File: src/rtl/hv_timing_gen_if.sv
// hv_timing_gen_if: video timing bus between the raster generator and the game core.
// master = timing generator side, slave = core / video path side.
// The flip input exists only when HV_TIMING_GEN_FLIP_EN is defined.
interface hv_timing_gen_if #(
    parameter int CNT_W   = 9,
    parameter int RGB_W   = 12,
    parameter int HOFFS_W = 5,
    parameter int VOFFS_W = 3
);
    logic               ce_pix;
    logic [HOFFS_W-1:0] hoffs;
    logic [VOFFS_W-1:0] voffs;
    logic [RGB_W-1:0]   rgb_in;
`ifdef HV_TIMING_GEN_FLIP_EN
    logic               flip;
`endif
    logic [CNT_W-1:0]   hpos;
    logic [CNT_W-1:0]   vpos;
    logic               hblank;
    logic               vblank;
    logic               hsync_n;
    logic               vsync_n;
    logic               de;
    logic [RGB_W-1:0]   rgb_out;
    logic               line_start;
    logic               frame_start;

    modport master (
        input  ce_pix, hoffs, voffs, rgb_in,
`ifdef HV_TIMING_GEN_FLIP_EN
        input  flip,
`endif
        output hpos, vpos, hblank, vblank, hsync_n, vsync_n, de, rgb_out,
               line_start, frame_start
    );

    modport slave (
        output ce_pix, hoffs, voffs, rgb_in,
`ifdef HV_TIMING_GEN_FLIP_EN
        output flip,
`endif
        input  hpos, vpos, hblank, vblank, hsync_n, vsync_n, de, rgb_out,
               line_start, frame_start
    );
endinterface

File: src/rtl/hv_timing_gen.sv
// hv_timing_gen: parametrised raster timing generator for arcade cores.
// Linear H/V counters advanced by ce_pix, active-area coordinates, registered
// blanking, active-low syncs with per-frame offsets and blank-gated RGB.
// Optional feature macro: HV_TIMING_GEN_FLIP_EN (adds flip input that mirrors hpos/vpos).
module hv_timing_gen #(
    parameter int CNT_W      = 9,
    parameter int RGB_W      = 12,
    parameter int H_TOTAL    = 384,
    parameter int H_ACT_BEG  = 24,
    parameter int H_ACT_LEN  = 242,
    parameter int H_SYNC_BEG = 288,
    parameter int H_SYNC_LEN = 32,
    parameter int V_TOTAL    = 263,
    parameter int V_ACT_BEG  = 0,
    parameter int V_ACT_LEN  = 224,
    parameter int V_SYNC_BEG = 226,
    parameter int V_SYNC_LEN = 6,
    parameter int HOFFS_W    = 5,
    parameter int VOFFS_W    = 3,
    parameter int HOFFS_STEP = 2,
    parameter int VOFFS_STEP = 4
) (
    input  logic            clk_sys,
    input  logic            reset,
    hv_timing_gen_if.master bus
);
    // Two spare bits so offset sums and wrapped differences never overflow.
    localparam int AW = CNT_W + 2;

    generate
        if ((H_ACT_BEG + H_ACT_LEN > H_TOTAL) || (V_ACT_BEG + V_ACT_LEN > V_TOTAL) ||
            (H_SYNC_LEN >= H_TOTAL) || (V_SYNC_LEN >= V_TOTAL) ||
            (H_TOTAL > (1 << CNT_W)) || (V_TOTAL > (1 << CNT_W))) begin : g_bad_params
            $error("hv_timing_gen: illegal geometry parameters");
        end
    endgenerate

    logic [CNT_W-1:0]   hcnt;
    logic [CNT_W-1:0]   vcnt;
    logic [HOFFS_W-1:0] hoffs_l;
    logic [VOFFS_W-1:0] voffs_l;
`ifdef HV_TIMING_GEN_FLIP_EN
    logic               flip_l;
`endif

    logic h_last;
    logic v_last;
    assign h_last = (hcnt == CNT_W'(H_TOTAL - 1));
    assign v_last = (vcnt == CNT_W'(V_TOTAL - 1));

    // Sync start = base + scaled offset, folded back into the line/frame once.
    logic [AW-1:0] hs_sum, hs_start, hs_raw, hs_dist;
    logic [AW-1:0] vs_sum, vs_start, vs_raw, vs_dist;
    logic          hs_act, vs_act;

    assign hs_sum   = AW'(H_SYNC_BEG) + AW'(hoffs_l) * AW'(HOFFS_STEP);
    assign hs_start = (hs_sum >= AW'(H_TOTAL)) ? hs_sum - AW'(H_TOTAL) : hs_sum;
    assign vs_sum   = AW'(V_SYNC_BEG) + AW'(voffs_l) * AW'(VOFFS_STEP);
    assign vs_start = (vs_sum >= AW'(V_TOTAL)) ? vs_sum - AW'(V_TOTAL) : vs_sum;

    // Distance past the sync start, modulo the total, so a pulse may wrap the line/frame.
    assign hs_raw  = AW'(hcnt) - hs_start;
    assign hs_dist = hs_raw[AW-1] ? hs_raw + AW'(H_TOTAL) : hs_raw;
    assign hs_act  = (hs_dist < AW'(H_SYNC_LEN));
    assign vs_raw  = AW'(vcnt) - vs_start;
    assign vs_dist = vs_raw[AW-1] ? vs_raw + AW'(V_TOTAL) : vs_raw;
    assign vs_act  = (vs_dist < AW'(V_SYNC_LEN));

    // Active window test via an unsigned offset: counts before the start wrap to huge values.
    logic [AW-1:0] h_rel, v_rel;
    logic          hb, vb;
    assign h_rel = AW'(hcnt) - AW'(H_ACT_BEG);
    assign v_rel = AW'(vcnt) - AW'(V_ACT_BEG);
    assign hb    = !(h_rel < AW'(H_ACT_LEN));
    assign vb    = !(v_rel < AW'(V_ACT_LEN));

    // Pixel coordinates come straight from the counters so the core gets a full ce to respond.
    logic [CNT_W-1:0] hpos_lin, vpos_lin;
    assign hpos_lin = hcnt - CNT_W'(H_ACT_BEG);
    assign vpos_lin = vcnt - CNT_W'(V_ACT_BEG);
`ifdef HV_TIMING_GEN_FLIP_EN
    assign bus.hpos = flip_l ? CNT_W'(H_ACT_LEN - 1) - hpos_lin : hpos_lin;
    assign bus.vpos = flip_l ? CNT_W'(V_ACT_LEN - 1) - vpos_lin : vpos_lin;
`else
    assign bus.hpos = hpos_lin;
    assign bus.vpos = vpos_lin;
`endif

    // Raster counters: hcnt wraps each line and carries into vcnt.
    always_ff @(posedge clk_sys or posedge reset) begin
        if (reset) begin
            hcnt <= '0;
            vcnt <= '0;
        end else if (bus.ce_pix) begin
            if (h_last) begin
                hcnt <= '0;
                vcnt <= v_last ? '0 : vcnt + CNT_W'(1);
            end else begin
                hcnt <= hcnt + CNT_W'(1);
            end
        end
    end

    // Offsets are only taken on the last pixel of a frame so sync never moves mid-frame.
    always_ff @(posedge clk_sys or posedge reset) begin
        if (reset) begin
            hoffs_l <= '0;
            voffs_l <= '0;
`ifdef HV_TIMING_GEN_FLIP_EN
            flip_l  <= 1'b0;
`endif
        end else if (bus.ce_pix && h_last && v_last) begin
            hoffs_l <= bus.hoffs;
            voffs_l <= bus.voffs;
`ifdef HV_TIMING_GEN_FLIP_EN
            flip_l  <= bus.flip;
`endif
        end
    end

    logic             hblank_r, vblank_r, hsync_n_r, vsync_n_r, de_r;
    logic             line_start_r, frame_start_r;
    logic [RGB_W-1:0] rgb_out_r;

    // Video outputs lag the counters by one ce; everything holds while ce_pix is low.
    always_ff @(posedge clk_sys or posedge reset) begin
        if (reset) begin
            hblank_r      <= 1'b1;
            vblank_r      <= 1'b1;
            hsync_n_r     <= 1'b1;
            vsync_n_r     <= 1'b1;
            de_r          <= 1'b0;
            rgb_out_r     <= '0;
            line_start_r  <= 1'b0;
            frame_start_r <= 1'b0;
        end else if (bus.ce_pix) begin
            hblank_r      <= hb;
            vblank_r      <= vb;
            hsync_n_r     <= ~hs_act;
            vsync_n_r     <= ~vs_act;
            de_r          <= ~(hb | vb);
            rgb_out_r     <= (hb | vb) ? '0 : bus.rgb_in;
            line_start_r  <= (hcnt == '0);
            frame_start_r <= (hcnt == '0) && (vcnt == '0);
        end
    end

    assign bus.hblank      = hblank_r;
    assign bus.vblank      = vblank_r;
    assign bus.hsync_n     = hsync_n_r;
    assign bus.vsync_n     = vsync_n_r;
    assign bus.de          = de_r;
    assign bus.rgb_out     = rgb_out_r;
    assign bus.line_start  = line_start_r;
    assign bus.frame_start = frame_start_r;
endmodule

File: src/flat_wrapper.sv
// flat-port wrapper written by rule: the top's interface ports become plain ports
module hv_timing_gen_flat 
#(
    parameter int CNT_W      = 9,
    parameter int RGB_W      = 12,
    parameter int H_TOTAL    = 384,
    parameter int H_ACT_BEG  = 24,
    parameter int H_ACT_LEN  = 242,
    parameter int H_SYNC_BEG = 288,
    parameter int H_SYNC_LEN = 32,
    parameter int V_TOTAL    = 263,
    parameter int V_ACT_BEG  = 0,
    parameter int V_ACT_LEN  = 224,
    parameter int V_SYNC_BEG = 226,
    parameter int V_SYNC_LEN = 6,
    parameter int HOFFS_W    = 5,
    parameter int VOFFS_W    = 3,
    parameter int HOFFS_STEP = 2,
    parameter int VOFFS_STEP = 4
)
  (clk_sys, reset, bus_ce_pix, bus_hoffs, bus_voffs, bus_rgb_in, bus_hpos, bus_vpos, bus_hblank, bus_vblank, bus_hsync_n, bus_vsync_n, bus_de, bus_rgb_out, bus_line_start, bus_frame_start);
  hv_timing_gen_if #(.CNT_W(CNT_W), .RGB_W(RGB_W), .HOFFS_W(HOFFS_W), .VOFFS_W(VOFFS_W)) bus_i ();
  input  logic clk_sys;
  input  logic reset;
  input wire logic [$bits(bus_i.ce_pix)-1:0] bus_ce_pix;
  input wire logic [$bits(bus_i.hoffs)-1:0] bus_hoffs;
  input wire logic [$bits(bus_i.voffs)-1:0] bus_voffs;
  input wire logic [$bits(bus_i.rgb_in)-1:0] bus_rgb_in;
  output wire logic [$bits(bus_i.hpos)-1:0] bus_hpos;
  output wire logic [$bits(bus_i.vpos)-1:0] bus_vpos;
  output wire logic [$bits(bus_i.hblank)-1:0] bus_hblank;
  output wire logic [$bits(bus_i.vblank)-1:0] bus_vblank;
  output wire logic [$bits(bus_i.hsync_n)-1:0] bus_hsync_n;
  output wire logic [$bits(bus_i.vsync_n)-1:0] bus_vsync_n;
  output wire logic [$bits(bus_i.de)-1:0] bus_de;
  output wire logic [$bits(bus_i.rgb_out)-1:0] bus_rgb_out;
  output wire logic [$bits(bus_i.line_start)-1:0] bus_line_start;
  output wire logic [$bits(bus_i.frame_start)-1:0] bus_frame_start;
  assign bus_i.ce_pix = bus_ce_pix;
  assign bus_i.hoffs = bus_hoffs;
  assign bus_i.voffs = bus_voffs;
  assign bus_i.rgb_in = bus_rgb_in;
  assign bus_hpos = bus_i.hpos;
  assign bus_vpos = bus_i.vpos;
  assign bus_hblank = bus_i.hblank;
  assign bus_vblank = bus_i.vblank;
  assign bus_hsync_n = bus_i.hsync_n;
  assign bus_vsync_n = bus_i.vsync_n;
  assign bus_de = bus_i.de;
  assign bus_rgb_out = bus_i.rgb_out;
  assign bus_line_start = bus_i.line_start;
  assign bus_frame_start = bus_i.frame_start;
  hv_timing_gen #(.CNT_W(CNT_W), .RGB_W(RGB_W), .H_TOTAL(H_TOTAL), .H_ACT_BEG(H_ACT_BEG), .H_ACT_LEN(H_ACT_LEN), .H_SYNC_BEG(H_SYNC_BEG), .H_SYNC_LEN(H_SYNC_LEN), .V_TOTAL(V_TOTAL), .V_ACT_BEG(V_ACT_BEG), .V_ACT_LEN(V_ACT_LEN), .V_SYNC_BEG(V_SYNC_BEG), .V_SYNC_LEN(V_SYNC_LEN), .HOFFS_W(HOFFS_W), .VOFFS_W(VOFFS_W), .HOFFS_STEP(HOFFS_STEP), .VOFFS_STEP(VOFFS_STEP)) u_core (.clk_sys(clk_sys), .reset(reset), .bus(bus_i));
endmodule
File: config.mk
export PLATFORM = sky130hd
export DESIGN_NAME = hv_timing_gen_flat
export DESIGN_NICKNAME = d
export VERILOG_FILES = /design/src/rtl/hv_timing_gen_if.sv /design/src/rtl/hv_timing_gen.sv /design/src/flat_wrapper.sv
export SDC_FILE = /design/constraint.sdc
export NUM_CORES = 1
export LEC_CHECK = 0
export BUFFER_PORTS_ARGS = -buffer_cell sky130_fd_sc_hd__buf_2
export CELL_PAD_IN_SITES_DETAIL_PLACEMENT = 1
export CELL_PAD_IN_SITES_GLOBAL_PLACEMENT = 1
export CORE_AREA = 2 2 86 88
export DETAILED_ROUTE_END_ITERATION = 8
export DIE_AREA = 0 0 88 90
export GPL_ROUTABILITY_DRIVEN = 0
export GPL_TIMING_DRIVEN = 0
export PLACE_DENSITY = 0.87
export REMOVE_ABC_BUFFERS = 1
export SYNTH_ARGS = -nofsm -noshare
export SYNTH_HDL_FRONTEND = slang
export SYNTH_SLANG_ARGS = --single-unit
export TNS_END_PERCENT = 20
File: constraint.sdc
create_clock -name clk_sys -period 3.7 [get_ports clk_sys]
set_clock_uncertainty 0.05 [all_clocks]
set_input_delay 0.74 -clock clk_sys [delete_from_list [all_inputs] [get_ports clk_sys]]
set_output_delay 0.74 -clock clk_sys [all_outputs]
set_load 0.01 [all_outputs]
==> impl_results.md <==
- HPWL after detailed placement: 5.25 mm
- Die Height: 90 um
- Status: completed
- Worst Path Max Fanout: 8
- Die Span X: 88 um
- Max clock buf depth: 2
- Critical path required time: 3.89 ns
- Mux contribution to synthesized area: 3.87%
- Leak Pwr: 1.63 nW
- CP Launch Type: register
- Largest family of logic cells by synthesized area: simple AND/OR/NAND/NOR gates
- CP Capture Type: register
- Slowest-stage cell, CP: dfrtp_1
- Post-CTS resize count: 0
- RSZ-0062 raised after global routing: false
- Synth Area in Adders: 9.40%
- Final setup viols: 0
- CTS sink count: 45
- Largest net degree at the start of global routing: 45
- Port Buf Inserts: 59
- Row Count: 31
- Yosys reg bits: 45
- Skew-Pair Late Insertion Delay: 0.32 ns
- Die area: 7920 um2
- Total CTS buffers: 5
- First-pass GRT wire length: 12.0 mm
- Peak VDD IR: 214 uV
- Post-Synth Simple-Gate Area: 18.2%
- Post-Syn Area per Cell: 9.49 um2
- Starting Density: 41.0%
- Core Footprint: 7020 um2
- Via count: 2349
- FFs w/ async S/R, synth: 100%
- Final antenna-violating net count: 0
- DRT Wirelength: 7.18 mm
- TNS Setup: 0 ns
- Initial DRC count: 81
- Setup repair bufs after CTS: 0
- H-tree depth: 2
- Top Ports: 60
- Unique masters post-synth: 53
- Sequential area share after synthesis: 39.3%
- Crit Path Class: register to register
- Final nets: 399
- Dominant synthesized flop cell: dfrtp_1
- Critical path cell sequence: ha_1 > a21o_1 > a21o_1 > a21oi_1 > o21bai_1 > a211oi_1 > xnor2_1 > ha_1 > nand2b_1 > o21ai_0 > nand2_1 > o41ai_1 > and3_1 > o31ai_1
- Fmax: 316 MHz
- CTS Hold Bufs: 0
- Final period utilization: 85.4%
- Slew @ Worst Pin: 0.489 ns
- Final hold vios: 0
- CP top delay family: compound AO/OA/AOI/OAI gates
- Clk root buf: clkbuf_8
- Number of diodes: 0
- Period minus WS final: 3.16 ns
- Hold WC Path Type: primary input to asynchronous set/reset pin
- Final slew viol count: 0
- TritonRoute pass-1 iters: 4
- Slew margin rel.: 67.4%
- CTS tree: yes
- DRC: 0
- Critical path buffer and inverter count: 0
- Vias/cell: 5.16
- Clock Pin Slew Worst Setup and Hold Paths: 0.10 ns
- Synth warn: 0
- Synth Area in Compound Gates: 15.8%
- Synthesized area: 2880 um2
- Tot GR Track Use: 19.1%
- Syn Inst Count: 303
- Fraction of synthesized cell area in xor and xnor cells: 7.31%
- Share of cells above drive strength 1: 25.6%
- WL/cell: 15.8 um
- CP max stage delay: 0.52 ns
- WHS: 0.402 ns
- Initial antenna violation count: 0
- Vias in the first global route: 2383
- Area growth from synthesis to layout: 16.2%
- Number of synthesized flops with an enable pin: 0
- Critical Path AT: 3.35 ns
- Max Cap Viol: 0
- Ratio of total power to cell area: 514 nW/um2
- Gr ovfl total: 0
[cell usage after synthesis, drive strengths merged (2+ instances only)]
cell    number  area share (%)
dfrtp       41              36
nand2       28             3.9
nor2        23             3.6
inv         22             2.9
ha          20             8.7
o21ai       20             3.5
xnor2       15             4.6
nand3       13             2.3
a21oi       12             2.1
a22o        12             3.7
buf         10             2.5
mux2         9             3.5
xor2         9             2.7
nor3         7             1.4
nand4        6             1.5
and3         5             1.1
clkbuf       5            0.70
nand2b       5             1.1
a211oi       4             1.0
a21o         4             1.0
dfstp        4             3.7
or3          4            0.87
or4          3            0.91
a31oi        2            0.44
nor2b        2            0.44
o22ai        2            0.44
[flip-flops by register name, summed over array words and instances, names as in the netlist]
signal / count
u_core.bus.rgb_out: 12
u_core.bus.line_start: 1
u_core.bus.hsync_n: 1
u_core.bus.vsync_n: 1
u_core.hoffs_l: 5
u_core.voffs_l: 3
u_core.vcnt: 9
u_core.bus.hblank: 1
u_core.hcnt: 9
u_core.bus.de: 1
u_core.bus.vblank: 1
u_core.bus.frame_start: 1
[layout by cell type, fill, tap and decap left out, types with 2 or more instances in the layout]
master / n
inv_2: 2
nand4_1: 5
clkbuf_8: 5
or4_1: 2
nor2b_1: 2
and3_1: 4
buf_2: 59
inv_1: 20
dfrtp_1: 41
nand2_1: 27
nor2_1: 22
a21oi_1: 12
a22o_1: 12
or3_1: 4
o22ai_1: 2
a211oi_1: 4
ha_1: 20
nor3_1: 6
dfstp_2: 4
nand3_1: 13
o21ai_0: 20
a31oi_1: 2
xor2_1: 9
mux2_2: 9
xnor2_1: 15
a21o_1: 4
nand2b_1: 5
[path summary, 6_finish.rpt]
check                          startpoint                  to  slack, ns  cells after the start
setup / recovery           u_core.hcnt[2]  u_core.bus.hsync_n       0.54                     14
hold reg to reg             u_core.bus.de       u_core.bus.de       0.43                      1
min in group clk_sys        u_core.bus.de       u_core.bus.de       0.43                      1
max in group asynchronous           reset   u_core.bus.hblank       2.92                      3
hold / removal                      reset  u_core.bus.vsync_n       0.40                      2
setup reg to reg           u_core.hcnt[2]  u_core.bus.hsync_n       0.54                     14
[kinds of logic after synthesis]
| logic type | Yosys count |
|---|---|
| AOI/OAI and AO/OA | 66 |
| xor gates and xnor gates | 24 |
| adders and majority gates | 21 |
| buffers and inverters | 37 |
| DFF | 45 |
| muxes | 10 |
| and+or+nand+nor | 100 |
[power by group]
group	internal (mW)	switching (mW)
sequential	0.588	0.120
clock	0.206	0.194
combinational	0.285	0.324
total	1.08	0.638
[final cells by class]
type | instances | area [um2]
Inverter | 22 | 82.6
Fill cell | 827 | 3680
Tap cell | 99 | 124
Multi-Input combinational cell | 221 | 1570
Clock buffer | 5 | 68.8
Timing Repair Buffer | 60 | 315
Clock inverter | 3 | 48.8
Sequential cell | 45 | 1130
[through the flow]
stage / worst slack (ns) / cells / utilization, % / area [um2] / total power [mW]
after global placement: 0.645 / 446 / 45.6 / 3200 / 1.29
after global routing: 0.234 / 455 / 47.6 / 3340 / 1.83
after detailed placement: 0.544 / 447 / 45.9 / 3220 / 1.33
final: 0.539 / 455 / 47.6 / 3340 / 1.72
after CTS: 0.513 / 455 / 47.6 / 3340 / 1.74
after floorplan: 0.864 / 288 / - / 2780 / 1.08
[routing by layer]
metal | vias up | track usage, % | routed length [um] | part of all wire, %
met5 | - | 0 | 0 | 0
met4 | 0 | 5.77 | 93 | 1.3
met3 | 6 | 3.03 | 246 | 3.4
met2 | 42 | 30.7 | 3460 | 48
met1 | 1145 | 26.2 | 3390 | 47
li1 | 1156 | - | - | -
Note: power is estimated with default switching activity, not from simulation.
